[src/rtl/mixer.sv]
// Signed fixed-point multiplier with saturation: one-cycle latency, full throughput.
// Product is formed at full double width, floor-scaled by the fraction width, then clamped.
module mixer #(
    parameter int DATA_WIDTH      = 32,
    parameter int DATA_FRAC_WIDTH = 23
) (
    input  logic                  clk,
    input  logic                  rst_n,
    input  logic                  in_valid,
    input  logic [DATA_WIDTH-1:0] in_a,
    input  logic [DATA_WIDTH-1:0] in_b,
    output logic [DATA_WIDTH-1:0] out,
    output logic                  out_valid,
    output logic                  overflow,
    output logic                  underflow
);

    localparam int PW = 2 * DATA_WIDTH;

    localparam logic signed [PW-1:0] MAX_WIDE = {{(DATA_WIDTH+1){1'b0}}, {(DATA_WIDTH-1){1'b1}}};
    localparam logic signed [PW-1:0] MIN_WIDE = {{(DATA_WIDTH+1){1'b1}}, {(DATA_WIDTH-1){1'b0}}};
    localparam logic [DATA_WIDTH-1:0] MAX_CODE = {1'b0, {(DATA_WIDTH-1){1'b1}}};
    localparam logic [DATA_WIDTH-1:0] MIN_CODE = {1'b1, {(DATA_WIDTH-1){1'b0}}};

    logic signed [PW-1:0]   a_ext;
    logic signed [PW-1:0]   b_ext;
    logic signed [PW-1:0]   prod;
    logic signed [PW-1:0]   scaled;
    logic [DATA_WIDTH-1:0]  sat;
    logic                   ov_c;
    logic                   un_c;

    // Explicit sign extension keeps the multiply exact: the true product always fits in PW bits.
    assign a_ext  = {{DATA_WIDTH{in_a[DATA_WIDTH-1]}}, in_a};
    assign b_ext  = {{DATA_WIDTH{in_b[DATA_WIDTH-1]}}, in_b};
    assign prod   = a_ext * b_ext;
    assign scaled = prod >>> DATA_FRAC_WIDTH;

    always_comb begin
        ov_c = 1'b0;
        un_c = 1'b0;
        sat  = scaled[DATA_WIDTH-1:0];
        if (scaled > MAX_WIDE) begin
            ov_c = 1'b1;
            sat  = MAX_CODE;
        end else if (scaled < MIN_WIDE) begin
            un_c = 1'b1;
            sat  = MIN_CODE;
        end
    end

    always_ff @(posedge clk or negedge rst_n) begin
        if (!rst_n) begin
            out       <= '0;
            overflow  <= 1'b0;
            underflow <= 1'b0;
            out_valid <= 1'b0;
        end else begin
            out_valid <= in_valid;
            if (in_valid) begin
                out       <= sat;
                overflow  <= ov_c;
                underflow <= un_c;
            end
        end
    end

endmodule

[config.mk]
export PLATFORM = sky130hd
export DESIGN_NAME = mixer
export DESIGN_NICKNAME = d
export VERILOG_FILES = /design/src/rtl/mixer.sv
export SDC_FILE = /design/constraint.sdc
export NUM_CORES = 2
export LEC_CHECK = 0
export BUFFER_PORTS_ARGS = -buffer_cell sky130_fd_sc_hd__buf_2
export CAP_MARGIN = 30
export CORE_ASPECT_RATIO = 1.5
export CORE_MARGIN = 2
export CORE_UTILIZATION = 45
export CTS_BUF_LIST = sky130_fd_sc_hd__clkbuf_4
export DETAILED_ROUTE_END_ITERATION = 6
export PLACE_DENSITY = 0.64
export REMOVE_ABC_BUFFERS = 1
export SLEW_MARGIN = 20
export SYNTH_ARGS = -nofsm -noshare
export SYNTH_HDL_FRONTEND = slang
export SYNTH_SLANG_ARGS = --single-unit
[constraint.sdc]
create_clock -name clk -period 0.8 [get_ports clk]
set_input_delay 0.08 -clock clk [delete_from_list [all_inputs] [get_ports clk]]
set_output_delay 0.08 -clock clk [all_outputs]
set_load 0.03 [all_outputs]
==> results_dict.tcl <==
set metrics [dict create \
    status "finished with violations" \
    violations "DRC, setup timing" \
    clock.fmax_ghz 0.132 \
    min_to "out[31]" \
    area_growth_pct 21.2 \
    slew_headroom_pct 71.6 \
    first_global_vias 32800 \
    startpoint_type "primary input" \
    regToRegStartpoint "out[21]" \
    h-tree-depth 2 \
    setup_viol_count_final 69 \
    synth-seq-cells 35 \
    crit_top_cell "fa_1" \
    grt.total_usage_pct 28.4 \
    period_share_pct 948 \
    synth-edff-count 0 \
    num_io_pins 102 \
    tritoncts "done" \
    dp_hpwl_um 103000 \
    ys_warn_count 0 \
    min_period_ns 7.58 \
    drive_above_1_share_pct 20.2 \
    clock_latency_ns 0.37 \
    holdCritStartpoint "in_valid" \
    worst_setup_path_end_kind "flop" \
    wl_per_cell_um 20.9 \
    antenna_found_initial 4 \
    setup_slack_ns -6.78 \
    maxSlewViolCount 0 \
    finClkSkew_ns 0 \
    maxCapViolations 0 \
    grt_setup_unrepaired "yes" \
    worstRegToRegCells 3 \
    rows 129 \
    multiInputGateArea_mm2 0.0333 \
    cts_made_buffers 5 \
    antenna_left 0 \
    drtIter0Drc 1357 \
    syn_inst 4012 \
    r2r_setup_slack_ns -0.32 \
    root_buffer "clkbuf_4" \
    drc 2 \
    cts_sinks 35 \
    synth_ff_type "dfrtp_1" \
    core_mm2 0.0826 \
    arrival_ns 7.83 \
    num_vias 28800 \
    grt_max_degree 36 \
    routed_wl_um 117000 \
    seq_area_um2 885 \
    hold-path-cell-count 3 \
    fillers 7404 \
    initial_core_util_pct 45.5 \
    tightestPinTransition_ns 0.423 \
    finalHoldViolations 0 \
    dr.pass1.iters 7 \
    vias_per_cell 5.17 \
    gr-total-overflow 0 \
    grt_pass1_wl_um 182000 \
    cp_data_required_time_ns 1.05 \
    routabilityCongestion 0.942 \
    cp_max_fo 8 \
    nNetsFinal 5790 \
    max_stage_delay_ns 0.54 \
    synth.yosys.seq_area_share_pct 2.33 \
    port_buffers 101 \
    synth_cell_types 64 \
    hold_class "in -> reg" \
    die_height_um 358 \
    crit_slowest_cell "fa_2" \
    synth_area_mm2 0.0376 \
    cts_buffer_depth 2 \
    dieWidth_um 240 \
    pre_cts_slack_ns -7.76 \
    r2r_end "out[21]" \
    clk_pin_slew_ns 0.12 \
    die_area_mm2 0.0858 \
    synth_area_per_cell_um2 9.36 \
    async_flop_share_pct 100 \
    timing.setup.critical_path_class "in -> reg" \
]
metal layers:
| metal | up-vias | GRT usage, % | part of all wire [%] | wire length, um |
|---|---|---|---|---|
| met5 | - | 0 | 0 | 0 |
| met4 | 0 | 19.3 | 8.6 | 10100 |
| met3 | 354 | 2.34 | 3.3 | 3840 |
| met2 | 781 | 54.6 | 56 | 65000 |
| met1 | 15200 | 28.8 | 32 | 37600 |
| li1 | 12500 | - | - | - |
cell usage in the layout (no fill, tap or decap), types with 48 or more instances in the layout:
master / Yosys / final
buf_12: 1 / 55
buf_6: 1 / 95
and2_1: 515 / 498
fa_2: 0 / 50
fa_1: 1081 / 1031
o21ai_0: 63 / 48
nor2_1: 91 / 88
inv_1: 948 / 929
ha_1: 180 / 152
buf_4: 0 / 476
nand2_1: 532 / 530
through the flow:
stage,instances,TNS (ns),util (%),instance area (um2),hold slack (ns)
after floorplan,3783,-277.52,-,36700,-0.216
after global placement,5494,-262.45,51.9,42900,0.0641
after detailed placement,5494,-261.88,51.9,42900,0.0657
after CTS,5553,-239.72,54.3,44900,0.238
after global routing,5580,-245.35,55.1,45500,0.252
final,5580,-238.44,55.1,45500,0.237
sequential cells by signal, summed over array words and instances, names as in the netlist:
name       flops
out           32
out_valid      1
overflow       1
underflow      1
final cells by class:
| type | count | share of cell area, % |
|---|---|---|
| well taps | 1113 | 3.06 |
| diodes | 4 | 0.0220 |
| inverters | 948 | 7.82 |
| repair buffers | 671 | 13.9 |
| clock inverters | 3 | 0.104 |
| flip-flops and latches | 35 | 1.94 |
| multi-input cells | 2801 | 73.1 |
| clock buffers | 5 | 0.0824 |
worst max-delay path by stage:
stage / start / endpoint / slack, ns / depth (start not counted)
detailed placement: in_a[17] / underflow / -7.76 / 25
finish: in_a[9] / out[22] / -6.78 / 32
floorplan: in_b[2] / underflow / -8.32 / 25
global placement: in_a[15] / underflow / -7.79 / 25
global route: in_b[4] / out[22] / -6.98 / 33
CTS: in_b[11] / underflow / -6.84 / 29
synth_stat cells, drive strengths merged, types with 3 or more instances:
library cell     n  area share [%]
xnor2           37            0.86
and2           515             8.6
o221ai           5            0.12
a211oi           9            0.21
a22oi            3           0.060
a21boi           3           0.060
ha             180             6.0
a211o            5            0.12
nand2b          13            0.22
nand3           12            0.16
inv            948             9.5
or3              5           0.083
a21o            21            0.42
fa            1081              58
nor4             4           0.067
o31ai            7            0.14
o21ai           66            0.89
o22ai           30            0.65
o2111ai          3           0.070
dfrtp           35             2.3
o21a            11            0.22
nand4           21            0.37
buf             19            0.31
o211ai           7            0.14
a221oi           6            0.16
xor2            14            0.33
nand2          532             5.3
and3            10            0.17
nor3            10            0.13
o21bai           8            0.16
nor2            91            0.91
a221o            3           0.080
a31oi            8            0.13
clkbuf         210             2.1
a21oi           57            0.77
worst max-delay path, delay by kind of cell:
kind	cells	cell delay (ns)
compound gates	7	1.80
fa+ha+maj	9	3.83
buf+inv	12	1.34
simple gates	4	0.72
kinds of logic (layout without fill, tap and decap cells):
family | after synthesis | count (layout) | share of synthesized area [%]
AND/OR/NAND/NOR | 1222 | 1222 | 16.2
multiplexers | 3 | 3 | 0.0833
AO/OA/AOI/OAI | 263 | 264 | 4.71
adder cells (fa/ha/maj) | 1261 | 1261 | 63.6
flip-flops | 35 | 35 | 2.33
other | 0 | 4 | 0
buffers and inverters | 1177 | 1627 | 11.9
XOR/XNOR | 51 | 51 | 1.19
repair_timing:
action | 4_1_cts | 5_1_grt
setup endpoints to repair | 69 | 69
gates cloned | 5 | 4
gates resized for setup | 365 | 118
hold buffers | 1 | 0
pin swaps | 91 | 106
hold endpoints to repair | 35 | 0
setup buffers | 47 | 20
Power is not shown: default switching activity piles up to over one toggle a cycle in this logic, so the estimate is an artifact.
